==> src/rtl/pipeline_hazard_ctrl.sv <==
// pipeline_hazard_ctrl
//   Hazard, forwarding and multi-cycle-execute control for a 5-stage RISC-V
//   pipeline. Generates PC/IF-ID holds, ID/EX and EX/MEM bubbles, branch
//   flushes, EX operand forwarding selects, and saturating stall/flush
//   event counters. A two-state FSM holds EX for MC_LAT cycles per MUL/DIV.
//
//   state  | meaning
//   IDLE   | no multi-cycle op occupying EX beyond its first cycle
//   BUSY   | multi-cycle op in EX, r_cnt more hold cycles remain
//
// Ports
//   clk, rst_n                    clock, async active-low reset
//   i_cnt_clr                     sync clear of both event counters
//   i_id_rs1/2, i_id_rs1/2_used   ID sources and read qualifiers
//   i_ex_rs1/2, i_ex_rd           EX sources / destination
//   i_ex_valid, i_ex_reg_write,
//   i_ex_mem_read, i_ex_is_mc     EX instruction attributes
//   i_ex_redirect                 EX resolved taken branch / jump
//   i_mem_rd, i_wb_rd,
//   i_mem_reg_write, i_wb_reg_write  later-stage destinations
//   o_stall_if, o_stall_id        hold PC, hold IF/ID
//   o_bubble_ex, o_bubble_mem     bubble into ID/EX, EX/MEM
//   o_flush_if_id, o_flush_id_ex  squash IF/ID, ID/EX
//   o_fwd_a_sel, o_fwd_b_sel      00 RF, 01 WB result, 10 MEM alu result
//   o_mc_busy                     FSM in BUSY (registered)
//   o_stall_cnt, o_flush_cnt      saturating event counters

module pipeline_hazard_ctrl #(
  parameter int RF_ADDR = 5,
  parameter int MC_LAT  = 4,
  parameter int CNT_W   = 16
) (
  input  logic               clk,
  input  logic               rst_n,
  input  logic               i_cnt_clr,
  input  logic [RF_ADDR-1:0] i_id_rs1,
  input  logic [RF_ADDR-1:0] i_id_rs2,
  input  logic               i_id_rs1_used,
  input  logic               i_id_rs2_used,
  input  logic [RF_ADDR-1:0] i_ex_rs1,
  input  logic [RF_ADDR-1:0] i_ex_rs2,
  input  logic [RF_ADDR-1:0] i_ex_rd,
  input  logic               i_ex_valid,
  input  logic               i_ex_reg_write,
  input  logic               i_ex_mem_read,
  input  logic               i_ex_is_mc,
  input  logic               i_ex_redirect,
  input  logic [RF_ADDR-1:0] i_mem_rd,
  input  logic [RF_ADDR-1:0] i_wb_rd,
  input  logic               i_mem_reg_write,
  input  logic               i_wb_reg_write,
  output logic               o_stall_if,
  output logic               o_stall_id,
  output logic               o_bubble_ex,
  output logic               o_bubble_mem,
  output logic               o_flush_if_id,
  output logic               o_flush_id_ex,
  output logic [1:0]         o_fwd_a_sel,
  output logic [1:0]         o_fwd_b_sel,
  output logic               o_mc_busy,
  output logic [CNT_W-1:0]   o_stall_cnt,
  output logic [CNT_W-1:0]   o_flush_cnt
);

  typedef enum logic {
    S_IDLE = 1'b0,
    S_BUSY = 1'b1
  } state_t;

  state_t             r_state;
  state_t             w_state_nxt;
  logic [CNT_W-1:0]   r_cnt;
  logic [CNT_W-1:0]   w_cnt_nxt;
  logic               w_hold;
  logic               w_lu;
  logic [CNT_W-1:0]   r_stall_cnt;
  logic [CNT_W-1:0]   r_flush_cnt;

  // A load's write-enable is implied by the load itself, so ex_reg_write
  // plays no part in the load-use check.
  logic w_unused;
  assign w_unused = i_ex_reg_write;

  function automatic logic [1:0] fwd_sel(input logic [RF_ADDR-1:0] src);
    if (i_mem_reg_write && (i_mem_rd == src) && (i_mem_rd != '0))
      return 2'b10;
    else if (i_wb_reg_write && (i_wb_rd == src) && (i_wb_rd != '0))
      return 2'b01;
    else
      return 2'b00;
  endfunction

  assign w_lu = i_ex_valid && i_ex_mem_read && (i_ex_rd != '0) &&
                ((i_id_rs1_used && (i_id_rs1 == i_ex_rd)) ||
                 (i_id_rs2_used && (i_id_rs2 == i_ex_rd)));

  // Hold covers the entry cycle plus MC_LAT-2 BUSY cycles; the final BUSY
  // cycle (cnt==0) lets the op leave EX without re-triggering on it.
  always_comb begin
    w_state_nxt = r_state;
    w_cnt_nxt   = r_cnt;
    w_hold      = 1'b0;
    case (r_state)
      S_IDLE: begin
        if (i_ex_valid && i_ex_is_mc) begin
          w_hold      = 1'b1;
          w_state_nxt = S_BUSY;
          w_cnt_nxt   = CNT_W'(MC_LAT - 2);
        end
      end
      S_BUSY: begin
        if (r_cnt != '0) begin
          w_hold    = 1'b1;
          w_cnt_nxt = r_cnt - CNT_W'(1);
        end else begin
          w_state_nxt = S_IDLE;
        end
      end
      default: begin
        w_state_nxt = S_IDLE;
        w_cnt_nxt   = '0;
      end
    endcase
  end

  always_ff @(posedge clk or negedge rst_n) begin
    if (!rst_n) begin
      r_state <= S_IDLE;
      r_cnt   <= '0;
    end else begin
      r_state <= w_state_nxt;
      r_cnt   <= w_cnt_nxt;
    end
  end

  assign o_mc_busy = (r_state == S_BUSY);

  // Outputs are forced low while reset is asserted, independent of inputs.
  always_comb begin
    o_stall_if    = 1'b0;
    o_stall_id    = 1'b0;
    o_bubble_ex   = 1'b0;
    o_bubble_mem  = 1'b0;
    o_flush_if_id = 1'b0;
    o_flush_id_ex = 1'b0;
    o_fwd_a_sel   = 2'b00;
    o_fwd_b_sel   = 2'b00;
    if (rst_n) begin
      if (w_hold) begin
        o_stall_if   = 1'b1;
        o_stall_id   = 1'b1;
        o_bubble_mem = 1'b1;
      end else if (i_ex_redirect) begin
        // ID holds a wrong-path instruction, so any load-use is moot.
        o_flush_if_id = 1'b1;
        o_flush_id_ex = 1'b1;
      end else if (w_lu) begin
        o_stall_if  = 1'b1;
        o_stall_id  = 1'b1;
        o_bubble_ex = 1'b1;
      end
      o_fwd_a_sel = fwd_sel(i_ex_rs1);
      o_fwd_b_sel = fwd_sel(i_ex_rs2);
    end
  end

  always_ff @(posedge clk or negedge rst_n) begin
    if (!rst_n) begin
      r_stall_cnt <= '0;
      r_flush_cnt <= '0;
    end else if (i_cnt_clr) begin
      r_stall_cnt <= '0;
      r_flush_cnt <= '0;
    end else begin
      if (o_stall_if && (r_stall_cnt != '1))
        r_stall_cnt <= r_stall_cnt + CNT_W'(1);
      if (o_flush_if_id && (r_flush_cnt != '1))
        r_flush_cnt <= r_flush_cnt + CNT_W'(1);
    end
  end

  assign o_stall_cnt = r_stall_cnt;
  assign o_flush_cnt = r_flush_cnt;

endmodule
==> config.mk <==
export PLATFORM = sky130hd
export DESIGN_NAME = pipeline_hazard_ctrl
export DESIGN_NICKNAME = d
export VERILOG_FILES = /design/src/rtl/pipeline_hazard_ctrl.sv
export SDC_FILE = /design/constraint.sdc
export NUM_CORES = 1
export LEC_CHECK = 0
export CAP_MARGIN = 10
export CORE_MARGIN = 1
export CORE_UTILIZATION = 48
export DETAILED_ROUTE_END_ITERATION = 7
export PLACE_DENSITY = 0.89
export SLEW_MARGIN = 20
export SYNTH_ARGS = -nofsm -noshare
export SYNTH_HDL_FRONTEND = slang
export SYNTH_SLANG_ARGS = --single-unit
==> constraint.sdc <==
create_clock -name clk -period 3.35 [get_ports clk]
set_input_delay 0.67 -clock clk [delete_from_list [all_inputs] [get_ports clk]]
set_output_delay 0.67 -clock clk [all_outputs]
set_load 0.02 [all_outputs]
==> results.tsv <==
metric	value	unit
drc	0	
end_kind	output port	
die_x	82.2	microns
ys_types	41	
worst_pin_slew	657	ps
die_area	6750	sq um
final_common_cell	clkdlybuf4s50_1	
rows	28	
dpl.hpwl	6290	microns
crit_path_max_fanout	2	
postRouteAntennaNets	0	
cts_tree	yes	
seq_area_frac_synth	0.397	
cts_sinks	49	
final-seq-area	1230	sq um
grt_pass1_vias	2924	
p_int	1150	uW
cts_resized	7	
final_hold_viol_count	0	
drive_above_1_share	0.0942	
drt-total-wl	8310	microns
globalRoute.totalOverflow	0	
period_minus_slack	3210	ps
grt_pass1_wl	13400	microns
rsz0062_at_grt	no	
syn_area_per_cell	8.94	sq um
power_leakage	0.00172	uW
finalCritPeriodShare	0.959	
clock_path_buffers	2	
path_class	input pin to output port	
gp_congestion	0.837	
pwr-share-comb	0.354	
required	2680	ps
yosys_warnings	0	
status	complete, no violations	
ys_seq_elements	49	
first_pass_iters	4	
die_height	82.2	microns
cpMostUsedCell	nor4_1	
path_cells	clkdlybuf4s50_1 -> or4_1 -> o21ai_1 -> nor4_1 -> nor4_1 -> clkbuf_2	
grt_antenna_before_repair	0	
h-tree-depth	2	
slew_headroom	0.560	
synthCells	345	
p_total	1810	uW
start_util	0.509	
seq_power_share	0.443	
multi_input_comb_area	1750	sq um
area_growth_syn_to_layout	37.2	%
wl_per_cell	15.9	microns
core_area	6060	sq um
p_sw	666	uW
hp-class	input pin to asynchronous set/reset pin	
power.density	428	nW/um^2
fin_nets	497	
slew_violations	0	
ir_drop	0.286	mV
cts_buffers	5	
setup-violations-final	0	
max_freq	0.311	GHz
swShare	0.367	
clkPwrFrac	0.203	
layout_common_cells	clkdlybuf4s50_1, dfrtp_1, nor2_1, a21oi_1	
netlist_area	3090	sq um
post_cts_buffers	0	
synthesis.nets	396	
cts-root-buf	clkbuf_8	
vias	3048	
maxCapViolCount	0	
cp_num_buf_inv	2	
crit_family	simple AND/OR/NAND/NOR gates	
skew	6.38	ps
arrival	2540	ps
grt_usage	0.260	
io_buffers	88	
critPathSlowestCell	or4_1	
avgViaCountPerCell	5.85	
drtIter0Drc	89	
crit_path_start_kind	input pin	
holdWs	407	ps
fin_util	0.698	
path_clk_slew	90	ps
fillCellCount	494	
grt_max_degree	28	
fin_setup_tns	0	ps
cts_hold_buf	0	
diodes	0	
ios	90	
critPathMaxStageDelay	550	ps
clkLatencyLatePin	300	ps
[Yosys cell counts (all sizes together)]
master	instances	area, sq um
and3	5	31.3
or3	7	43.8
nor3	10	50.1
o22ai	1	6.26
inv	9	33.8
nand4b	2	17.5
or2	3	18.8
nand3	21	105
nand3b	1	7.51
nand4	9	56.3
or3b	1	8.76
nor4	9	71.3
or4	22	165
and2	4	25.0
o211ai	2	15.0
xnor2	22	193
o31ai	17	128
ha	4	50.1
nor2b	5	31.3
a22oi	1	7.51
xor2	18	158
mux2i	3	30.0
a21oi	25	125
o41ai	3	26.3
clkbuf	7	26.3
and3b	1	8.76
dfrtp	49	1230
or2b	1	7.51
o311ai	1	8.76
and4	1	8.76
nor2	31	116
buf	9	56.3
mux2	5	56.3
a22o	1	8.76
o21ai	13	65.1
nand2	20	75.1
a2111o	1	11.3
nand2b	1	6.26
[routing by layer]
| metal | up-vias | track usage | part of all wire |
|---|---|---|---|
| met3 | 10 | 0.0451 | 0.049 |
| met4 | 0 | 0.0912 | 0.014 |
| li1 | 1469 | - | - |
| met5 | - | 0 | 0 |
| met2 | 76 | 0.470 | 0.53 |
| met1 | 1493 | 0.308 | 0.41 |
[flip-flops by register name (all words and copies together), names as in the netlist]
register	cells
r_cnt	16
o_stall_cnt	16
o_mc_busy	1
o_flush_cnt	16
[metrics by stage]
step	cell area [sq um]	cells	worst slack [ps]
2_1_floorplan	3090	345	493
3_3_place_gp	4140	514	-159
3_5_place_dp	4140	514	-298
4_1_cts	4220	521	4.79
5_1_grt	4230	521	31.3
6_report	4230	521	137
[layout make-up]
type | instances | share of cell area
Timing Repair Buffer | 110 | 0.246
Clock inverter | 1 | 0.00177
Tap cell | 75 | 0.0222
Clock buffer | 6 | 0.0195
Multi-Input combinational cell | 271 | 0.413
Inverter | 9 | 0.00798
Sequential cell | 49 | 0.290
[cells by family (layout without fill, tap and decap cells)]
logic type,after synthesis,count (layout),synth area share
xor+xnor,40,40,0.114
buf+inv,25,126,0.0377
compound gates,65,65,0.130
flops,49,49,0.397
fa+ha+maj,4,4,0.0162
simple gates,154,154,0.277
mux,8,8,0.0280
[final timing paths]
check | startpoint | end | slack, ps | cells past startpoint
worst max-delay path | i_mem_rd[1] | o_fwd_a_sel[0] | 140 | 6
worst min-delay path | rst_n | o_stall_cnt[13] | 410 | 2
worst max register to register | r_cnt[0] | o_flush_cnt[11] | 280 | 11
worst min register to register | r_cnt[15] | r_cnt[15] | 480 | 1
max in group asynchronous | rst_n | o_stall_cnt[1] | 2360 | 3
min in group clk | r_cnt[15] | r_cnt[15] | 480 | 1
[power groups by stage]
stage / sequential, uW / combinational (uW) / clock, uW
2_1_floorplan: 800 / 400 / 0
4_1_cts: 801 / 643 / 371
6_report: 803 / 641 / 367
3_3_place_gp: 802 / 615 / 0
3_5_place_dp: 812 / 645 / 0
5_1_grt: 817 / 708 / 396
(Power assumes the default switching activity.)
